[src/rtl/rr_grant_ctrl_pkg.sv]
// rr_ctrl_pkg: shared FSM state type and default sizing for the round-robin grant controller
package rr_ctrl_pkg;
    typedef enum logic [1:0] {IDLE, GRANT, GAP} rr_state_t;
    localparam int DEF_NUM_REQ = 4;
    localparam int DEF_MAX_HOLD = 8;
endpackage

[src/rtl/rr_grant_ctrl_pick.sv]
// rr_pick: round-robin selector, first requester at or after ptr (rotate, LSB-first pick, rotate back)
module rr_pick
    import rr_ctrl_pkg::*;
#(
    parameter int NUM_REQ = DEF_NUM_REQ
) (
    input  logic [NUM_REQ-1:0]         req,
    input  logic [$clog2(NUM_REQ)-1:0] ptr,
    input  logic                       en,
    output logic [NUM_REQ-1:0]         pick,
    output logic [$clog2(NUM_REQ)-1:0] index,
    output logic                       valid
);
    localparam int IW = $clog2(NUM_REQ);
    logic [NUM_REQ-1:0] rot, oh;
    logic [IW-1:0] lsb;
    assign valid = en && |req;
    assign oh = rot & (~rot + 1'b1);
    assign index = ptr + lsb;
    // NUM_REQ is a power of two, so truncating the index to IW bits is the modulo wrap
    always_comb begin
        rot = '0;
        pick = '0;
        lsb = '0;
        for (int i = 0; i < NUM_REQ; i++) rot[i] = req[IW'(i + int'(ptr))];
        for (int i = NUM_REQ - 1; i >= 0; i--) lsb = rot[i] ? IW'(i) : lsb;
        for (int i = 0; i < NUM_REQ; i++) pick[i] = valid & oh[IW'(i - int'(ptr))];
    end
endmodule

[src/rtl/rr_grant_ctrl.sv]
// rr_grant_ctrl: multi-cycle round-robin grant of one shared resource with hold limit and turnaround gap
module rr_grant_ctrl
    import rr_ctrl_pkg::*;
#(
    parameter int NUM_REQ  = DEF_NUM_REQ,
    parameter int MAX_HOLD = DEF_MAX_HOLD
) (
    input  logic                       clock,
    input  logic                       reset,
    input  logic                       en,
    input  logic [NUM_REQ-1:0]         req,
    output logic [NUM_REQ-1:0]         gnt,
    output logic [$clog2(NUM_REQ)-1:0] owner,
    output logic                       busy,
    output logic                       preempt,
    output logic [$clog2(NUM_REQ)-1:0] ptr
);
    localparam int IW = $clog2(NUM_REQ);
    localparam int HW = $clog2(MAX_HOLD + 1);
    rr_state_t state;
    logic [HW-1:0] hold_cnt;
    logic [NUM_REQ-1:0] pick;
    logic [IW-1:0] pick_idx;
    logic pick_valid, release_now;
    rr_pick #(.NUM_REQ(NUM_REQ)) u_pick (
        .req(req), .ptr(ptr), .en(en), .pick(pick), .index(pick_idx), .valid(pick_valid)
    );
    assign busy = |gnt;
    assign release_now = !req[owner] || hold_cnt == HW'(MAX_HOLD - 1);
    // a release with the owner still requesting can only be the hold limit, hence preempt
    always_ff @(posedge clock) begin
        preempt <= 1'b0;
        if (reset) begin
            state <= IDLE;
            gnt <= '0;
            owner <= '0;
            ptr <= '0;
            hold_cnt <= '0;
        end else if (state == IDLE) begin
            if (pick_valid) begin
                state <= GRANT;
                gnt <= pick;
                owner <= pick_idx;
                hold_cnt <= '0;
            end
        end else if (state == GRANT) begin
            if (release_now) begin
                state <= GAP;
                gnt <= '0;
                ptr <= owner + 1'b1;
                preempt <= req[owner];
            end else begin
                hold_cnt <= hold_cnt + 1'b1;
            end
        end else begin
            state <= IDLE;
        end
    end
endmodule

[config.mk]
export PLATFORM = sky130hd
export DESIGN_NAME = rr_grant_ctrl
export DESIGN_NICKNAME = d
export VERILOG_FILES = /design/src/rtl/rr_grant_ctrl_pkg.sv /design/src/rtl/rr_grant_ctrl_pick.sv /design/src/rtl/rr_grant_ctrl.sv
export SDC_FILE = /design/constraint.sdc
export NUM_CORES = 1
export LEC_CHECK = 0
export BUFFER_PORTS_ARGS = -buffer_cell sky130_fd_sc_hd__buf_2
export CAP_MARGIN = 10
export CORE_MARGIN = 2
export CORE_UTILIZATION = 58
export CTS_CLUSTER_SIZE = 14
export DETAILED_ROUTE_END_ITERATION = 8
export PLACE_DENSITY = 0.89
export SLEW_MARGIN = 20
export SYNTH_ARGS = -nofsm -noshare
export SYNTH_HDL_FRONTEND = slang
export SYNTH_SLANG_ARGS = --single-unit
[constraint.sdc]
create_clock -name clock -period 3.3 [get_ports clock]
set_input_delay 0.165 -clock clock [delete_from_list [all_inputs] [get_ports clock]]
set_output_delay 0.165 -clock clock [all_outputs]
set_load 0.02 [all_outputs]
==> metrics.txt, run 1 <==
full die area=~0.0020 mm²; WL/cell=between 10 and 15 µm; worst min-delay path class=in2reg; setup_tns=0 ns; Fmax=464 MHz; RSZ-0062 raised after global routing=false; ANT cells=0; Die Ht=roughly 44 µm; top_reg_cell synth=dfxtp_1; Final Max Slew Viols=0; Post-DRT Antenna Nets=0; drt total wl=~2000 µm; final net count=132; hold endpoint=gnt[3]; CP delay by family, top=flip-flops; distinct cell type count after synthesis=40; first-pass GRT wire length=between 3000 and 4000 µm; Fill cells=129; critical path, cell by cell=nor2_1 -> a221oi_1 -> o21ai_0 -> ha_1 -> xnor2_1 -> or3_1 -> a311oi_1; number of enable flip-flop cells after synthesis=0; Buf/Inv on CP=0; Min-Delay Path Depth=2; Synth Register Bits=15; syn avg cell area=a little under 9 µm²; Synth Instances=around 110; Crit. End Element=register; mapped cell area=about 950 µm²; Post-DP HPWL=roughly 1400 µm; synth cell count leaders=nor2_1, dfxtp_1, a21oi_1; num rows=14; P_leak=just over 0.4 nW; pwr dens=about 420 mW/mm²; Seq/Total Area, Yosys=31.7%; TritonRoute pass-1 iters=4; Hold-fix buffers, CTS=0; Area growth, synth to finish=6.48%; Total GRT Usage=22.6%; largest net degree at the start of global routing=20; Port Buffers=16; Worst VDD drop=just under 0.0003 V; WP data arrival=about 2.4 ns; # IOs=17; DR DRC count=0; Hold Vio Cnt, Final=0; CTS Buffer Depth=2; capturing point of the worst reg2reg path=owner[1]; initial DRC count=just over 40; post-DR vias/cell=about 6.3; crit start category=register; worst r2r path cells=7; core area=about 0.0015 mm²; Synth top area share=about a third; R2R setup slack=1.15 ns; clk_lat worst skew=0.29 ns; max-cap violations=0; clk_skew=approximately 0.0055 ns; chip width=between 40 and 50 µm; Largest stage delay, worst path=0.68 ns; initial core utilization=62.1%; CP Class=reg2reg; most numerous cell in the Yosys netlist=nor2_1; vias in the first global route=approximately 800; clock root cell=clkbuf_4; hold_sp=reset; clock sink count=15; TritonCTS clock tree=built; ys async rst share=0%; gpl congestion=about 0.86; final critical-path required period=2.15 ns; RR Startpoint=ptr[0]; Syn. warnings=0; status=finished clean; Crit-path slowest cell=dfxtp_1; antenna violations before repair=0; # H-tree levels=1; DR vias=866; PostCTS Resize Cnt=0; area leader, netlist=dfxtp_1; synth top area cells=dfxtp_1, nor2_1, buf_6; Post-CTS Setup Inserts=0; final setup violating endpoints=0; WP data required=around 3.5 ns; post-layout util=between 60% and 70%; Worst slew margin=between 60% and 70%; grt ovf=0; peak fanout along the critical path=19; syn_nets=roughly 120; Worst-Margin Slew=0.548 ns; Num CTS Buffers=3; Clk pin slew, worst setup/hold paths=0.09 ns; layout cells sized above 1=approximately 22%; final worst-path cycle share=65.3%
final cells by class:
cell class	instances	area, µm²	area share [%]
Multi-Input combinational cell	86	577	57.3
Sequential cell	15	300	29.8
Timing Repair Buffer	16	80.1	7.95
Inverter	1	3.75	0.373
Clock buffer	4	26.3	2.61
Tap cell	16	20.0	1.99
worst reg2reg max path, delay by kind of cell (launching register included):
kind | cells | cell delay [ns]
xor+xnor | 1 | 0.13
flops | 1 | 0.68
fa+ha+maj | 1 | 0.20
simple gates | 2 | 0.42
compound gates | 3 | 0.64
stage by stage:
stage	hold slack (ns)	instance area, µm²	std cells	setup slack, ns	power [W]
after CTS	0.202	1010	138	1.15	0.000427
after global placement	0.468	981	134	1.25	0.000316
final	0.209	1010	138	1.15	0.000425
after floorplan	0.233	946	109	1.23	0.000298
after detailed placement	0.474	981	134	1.16	0.000319
after global routing	0.220	1010	138	0.888	0.000447
how the worst max path moves through the flow:
stage,from,cells after the start,slack [ns],endpoint
after global placement,ptr[0],7,1.25,owner[1]
after global routing,ptr[0],7,0.89,owner[1]
after detailed placement,ptr[0],7,1.16,owner[1]
after floorplan,ptr[0],8,1.23,owner[1]
after CTS,ptr[0],7,1.15,owner[1]
final,ptr[0],7,1.15,owner[1]
layer usage:
layer,global-route usage (%),part of all wire [%]
met5,0,0
met1,25.1,41
met3,7.76,5.4
met4,13.3,3.0
met2,37.4,50
cells in the final DEF, fill, tap and decap left out, types with 3 or more instances in the layout:
| cell type | netlist | final |
|---|---|---|
| clkbuf_4 | 0 | 3 |
| nand2_1 | 4 | 4 |
| a21oi_1 | 11 | 11 |
| dfxtp_1 | 15 | 15 |
| nand3_1 | 7 | 7 |
| buf_2 | 1 | 16 |
| nor2_1 | 19 | 19 |
| xor2_1 | 3 | 3 |
| nand2b_1 | 4 | 4 |
state kept, by name (all words and copies together) (netlist names):
register and flops:
state 2, owner 2, ptr 2, preempt 1, hold_cnt 4, gnt 4
cells by family (layout without fill, tap and decap cells):
family / after synthesis / in the layout / synth area share (%)
AND/OR/NAND/NOR: 49 / 49 / 27.4
AO/OA/AOI/OAI: 29 / 29 / 23.9
flip-flops: 15 / 15 / 31.7
buffers and inverters: 8 / 21 / 7.27
XOR/XNOR: 5 / 5 / 4.63
adder cells (fa/ha/maj): 2 / 2 / 2.65
multiplexers: 1 / 1 / 2.38
report_power, final:
part           total, W  internal (W)  switching (W)
Sequential     0.000207      0.000191      0.0000164
Clock          0.000107     0.0000471      0.0000604
Combinational  0.000110     0.0000449      0.0000649
Total          0.000425      0.000283       0.000142
Power figures use the tool's default switching activity.
==> run 2, diff against run 1 <==
--- a/config.mk
+++ b/config.mk
@@ -8,10 +8,10 @@
 export BUFFER_PORTS_ARGS = -buffer_cell sky130_fd_sc_hd__buf_2
 export CAP_MARGIN = 10
 export CORE_MARGIN = 2
-export CORE_UTILIZATION = 58
+export CORE_UTILIZATION = 53
 export CTS_CLUSTER_SIZE = 14
 export DETAILED_ROUTE_END_ITERATION = 8
-export PLACE_DENSITY = 0.89
+export PLACE_DENSITY = 0.83
 export SLEW_MARGIN = 20
 export SYNTH_ARGS = -nofsm -noshare
 export SYNTH_HDL_FRONTEND = slang
==> constraint.sdc (replaced) <==
create_clock -name clock -period 2.25 [get_ports clock]
set_input_delay 0.1125 -clock clock [delete_from_list [all_inputs] [get_ports clock]]
set_output_delay 0.1125 -clock clock [all_outputs]
set_load 0.02 [all_outputs]
==> metrics.txt, run 2 (synthesis gave the netlist of run 1 again) <==
worst min-delay path class=in2reg; TritonRoute pass-1 iters=4 (unchanged); pwr dens=607 mW/mm² (+44%); Top Registers=gnt x4, hold_cnt x4; gpl congestion=0.897 (+4.6%); grt ovf=0 (unchanged); layout cells sized above 1=24.2% (+2.1 points); P_leak=0.423 nW (+2.7%); commonest cells after routing, fill and taps aside=nor2_1, buf_2, dfxtp_1, a21oi_1, nand3_1; Min-Delay Path Depth=2 (unchanged); Hold Vio Cnt, Final=0 (unchanged); R2R setup slack=0.31 ns (-0.84 ns); clock root cell=clkbuf_4; setup_tns=0 ns (unchanged); drt total wl=2080 µm (+4.7%); largest net degree at the start of global routing=14 (-30%); Port Buffers=16 (unchanged); CTS Buffer Depth=2 (unchanged); vias in the first global route=823 (+2.6%); peak fanout along the critical path=12 (-7); max-cap violations=0 (unchanged); final worst-path cycle share=86.2% (+21 points); Clk pin slew, worst setup/hold paths=0.09 ns (about the same); RR Startpoint=ptr[0]; Post-CTS Setup Inserts=0 (unchanged); WP data required=2.46 ns (-1.05 ns); most common cell after layout, fill and taps aside=nor2_1; antenna violations before repair=0 (unchanged); DR vias=882 (+1.8%); DR DRC count=0 (unchanged); Crit-path slowest cell=dfxtp_2; initial core utilization=55.4% (-6.7 points); first-pass GRT wire length=3450 µm (+8.9%); Largest stage delay, worst path=0.44 ns (-0.24 ns); final setup violating endpoints=0 (unchanged); # H-tree levels=1 (unchanged); critical path, cell by cell=nor2_1 -> a221oi_1 -> o21ai_0 -> ha_1 -> xnor2_1 -> or3_1 -> a311oi_1; crit start category=register; final critical-path required period=1.94 ns (-0.214 ns); CP Class=reg2reg; num rows=15 (+1); clk_skew=0.00285 ns (-0.00264 ns); post-layout util=60.6% (-5.5 points); Num CTS Buffers=3 (unchanged); Post-DRT Antenna Nets=0 (unchanged); Worst slew margin=66.5% (+3.1 points); post-DR vias/cell=5.92 (-5.7%); clk_lat worst skew=0.29 ns (about the same); Post-DP HPWL=1490 µm (+10%); WL/cell=13.9 µm (-3.0%); Area growth, synth to finish=9.39%; Final Max Slew Viols=0 (unchanged); Place WS=0.245 ns (-0.914 ns); Fmax=515 MHz (+11%); chip width=46.2 µm (+4.2%); Total GRT Usage=23.1% (+0.42 points); Final Cell Area=0.00103 mm² (+2.7%); capturing point of the worst reg2reg path=owner[1]; WP data arrival=2.15 ns (-0.21 ns); # IOs=17 (unchanged); ANT cells=0 (unchanged); worst r2r path cells=7 (unchanged); hold endpoint=gnt[1]; full die area=0.00214 mm² (+8.6%); Crit. End Element=register; status=finished clean; final net count=134 (+1.5%); Worst-Margin Slew=0.501 ns (-0.0466 ns); TritonCTS clock tree=built; core area=0.00171 mm² (+12%); initial DRC count=17 (-59%); Worst VDD drop=0.000384 V (+33%); clock sink count=15 (unchanged); hold_sp=reset; Die Ht=46.2 µm (+4.2%); worst setup margin=0.310 ns (-0.836 ns); Post-DP Area=0.00101 mm² (+2.7%); RSZ-0062 raised after global routing=false
==> run 2: cell count changes in the layout (fill, tap and decap cells not counted) <==
cell,change
buf_4,+2
dfxtp_1,-1
dfxtp_2,+1
==> run 2: worst max-delay path: cells and delay by family (launching register included) <==
family | cells | cell delay (ns)
compound gates | 3 | 0.69
xor+xnor | 1 | 0.13
simple gates | 2 | 0.39
fa+ha+maj | 1 | 0.20
flops | 1 | 0.44
==> run 2: how the worst max path moves through the flow <==
stage	start	slack, ns	end	cells after the start
global placement	ptr[0]	0.35	owner[1]	7
CTS	ptr[0]	0.23	owner[1]	7
floorplan	ptr[0]	0.18	owner[1]	8
global route	ptr[0]	0.05	owner[1]	7
detailed placement	ptr[0]	0.25	owner[1]	7
finish	ptr[0]	0.31	owner[1]	7
==> run 2: through the flow <==
stage	cells	total power, W	hold slack [ns]
after floorplan	109	0.000437	0.180
after global placement	145	0.000468	0.454
after detailed placement	145	0.000475	0.456
after CTS	149	0.000630	0.152
after global routing	149	0.000664	0.160
final	149	0.000628	0.153
==> run 2: per-layer routing <==
layer | GRT usage (%) | part of all wire [%]
met1 | 25.8 | 41
met2 | 38.3 | 52
met3 | 9.41 | 4.5
met4 | 9.71 | 1.9
met5 | 0 | 0
==> run 2: timing repair <==
action / in CTS / in global routing
hold endpoints to repair: 0 / 0
hold buffers: 0 / 0
gates resized for setup: 0 / 1
setup endpoints to repair: 0 / 1
==> run 2: report_power, final <==
group,total [W],switching (W),leakage [nW],internal [W]
logic,0.000175,0.000105,0.285,0.0000698
clock network,0.000156,0.0000870,0.0150,0.0000691
registers,0.000297,0.0000166,0.122,0.000281
==> run 2: layout make-up <==
| type | instances | area, µm² |
|---|---|---|
| Fill cell | 152 | 673 |
| Multi-Input combinational cell | 86 | 577 |
| Sequential cell | 15 | 302 |
| Timing Repair Buffer | 18 | 95.1 |
| Tap cell | 25 | 31.3 |
| Clock buffer | 4 | 26.3 |
| Inverter | 1 | 3.75 |
==> run 3, diff against run 2 <==
==> constraint.sdc (replaced) <==
create_clock -name clock -period 2 [get_ports clock]
set_input_delay 0.1 -clock clock [delete_from_list [all_inputs] [get_ports clock]]
set_output_delay 0.1 -clock clock [all_outputs]
set_load 0.02 [all_outputs]
==> metrics.txt, run 3 (synthesis gave the netlist of run 1 again) <==
# H-tree levels=1 (unchanged); antenna violations before repair=0 (unchanged); Worst-Margin Slew=0.490 ns (-0.0112 ns); chip width=46.2 µm (unchanged); peak fanout along the critical path=7 (-5); post-DR vias/cell=5.79 (-2.2%); Post-DP Area=0.00102 mm² (+1.6%); num rows=15 (unchanged); Num CTS Buffers=3 (unchanged); RR Startpoint=ptr[0]; # IOs=17 (unchanged); Crit. End Element=register; gpl congestion=0.925 (+3.1%); DR DRC count=0 (unchanged); Total GRT Usage=21.4% (-1.7 points); TritonCTS clock tree=built; post-layout util=61.7% (+1.1 points); status=finished clean; largest net degree at the start of global routing=14 (unchanged); Post-DP HPWL=1480 µm (-0.30%); crit start category=register; WL/cell=13.3 µm (-4.8%); commonest cells after routing, fill and taps aside=nor2_1, buf_2, dfxtp_1, a21oi_1, nand3_1; vias in the first global route=780 (-5.2%); full die area=0.00214 mm² (unchanged); max-cap violations=0 (unchanged); Fmax=546 MHz (+6.0%); final net count=136 (+1.5%); hold_sp=reset; final hold slack=0.162 ns (+0.00879 ns); clock root cell=clkbuf_4; Min-Delay Path Depth=2 (unchanged); Final Cell Area=0.00105 mm² (+1.8%); RSZ-0062 raised after global routing=false; CP Launch Point=ptr[0]; clk_lat worst skew=0.28 ns (about the same); cell count after placement=147 (+1.4%); ANT cells=0 (unchanged); Worst VDD drop=0.000416 V (+8.4%); drt total wl=2000 µm (-3.6%); grt ovf=0 (unchanged); Top Registers=gnt x4, hold_cnt x4; setup_tns=0 ns (unchanged); CTS Buffer Depth=2 (unchanged); Area growth, synth to finish=11.4%; initial DRC count=14 (-3); Die Ht=46.2 µm (unchanged); TritonRoute pass-1 iters=4 (unchanged); initial core utilization=55.4% (unchanged); Post-Layout Cell Count=151 (+1.3%); WP data required=2.20 ns (-0.26 ns); DR vias=874 (-0.91%); final setup violating endpoints=0 (unchanged); clock sink count=15 (unchanged); Post-DRT Antenna Nets=0 (unchanged); Worst slew margin=67.3% (+0.75 points); first-pass GRT wire length=3350 µm (-3.0%); pwr dens=670 mW/mm² (+10%); clk_skew=0.00617 ns (+0.00332 ns); Hold Vio Cnt, Final=0 (unchanged); P_leak=0.434 nW (+2.6%); most common cell after layout, fill and taps aside=nor2_1; layout cells sized above 1=25.4% (+1.2 points); Final Max Slew Viols=0 (unchanged); Clk pin slew, worst setup/hold paths=0.09 ns (about the same); worst min-delay path class=in2reg; Port Buffers=16 (unchanged); CP Class=reg2reg; WP data arrival=2.03 ns (-0.12 ns); Post-CTS Setup Inserts=0 (unchanged); final critical-path required period=1.83 ns (-0.110 ns); final worst-path cycle share=91.5% (+5.3 points); worst r2r path cells=7 (unchanged); core area=0.00171 mm² (unchanged)
==> run 3: cell types whose count changed in the layout (fill, tap and decap cells not counted) <==
cell / previous run / this run
buf_4: 2 / 3
buf_6: 0 / 1
==> run 3: timing repair <==
action,4_1_cts,5_1_grt
resized for setup,0,1
hold buffers,0,0
endpoints found under the hold margin,0,0
setup endpoints to repair,0,1
==> run 3: layout make-up <==
class | count | area, µm²
sequential | 15 | 302
inverter | 1 | 3.75
timing repair buffer | 20 | 114
fill | 154 | 654
tap | 25 | 31.3
multi-input combinational | 86 | 577
clock buffer | 4 | 26.3
==> run 3: through the flow <==
step / power (W) / worst slack [ns]
global placement: 0.000532 / 0.188
global route: 0.000747 / 0.0100
floorplan: 0.000493 / 0.0310
detailed placement: 0.000538 / 0.154
finish: 0.000705 / 0.170
CTS: 0.000709 / 0.188
==> run 3: path summary, 6_finish.rpt <==
kind              endpoint  slack [ns]
setup / recovery  owner[1]        0.17
hold / removal      gnt[1]        0.16
setup reg to reg  owner[1]        0.17
hold reg to reg     gnt[2]        0.49
==> run 3: report_power, final <==
group	switching (W)	total, W	internal (W)
clock network	0.0000932	0.000171	0.0000775
registers	0.0000168	0.000333	0.000316
logic	0.000119	0.000202	0.0000830
==> run 3: metal layers <==
metal / vias up / part of all wire (%) / GRT usage (%)
met1: 415 / 44 / 25.5
li1: 432 / - / -
met5: - / 0 / 0
met2: 25 / 49 / 37.5
met4: 0 / 1.0 / 4.57
met3: 2 / 5.4 / 6.27
==> run 3: worst max-delay path, cell delays in order (launching register included) <==
cell	delay (ns)
dfxtp_2	0.35
and2b_1	0.16
a221oi_1	0.25
o21ai_0	0.12
ha_1	0.20
xnor2_1	0.13
or3_1	0.30
a311oi_1	0.25
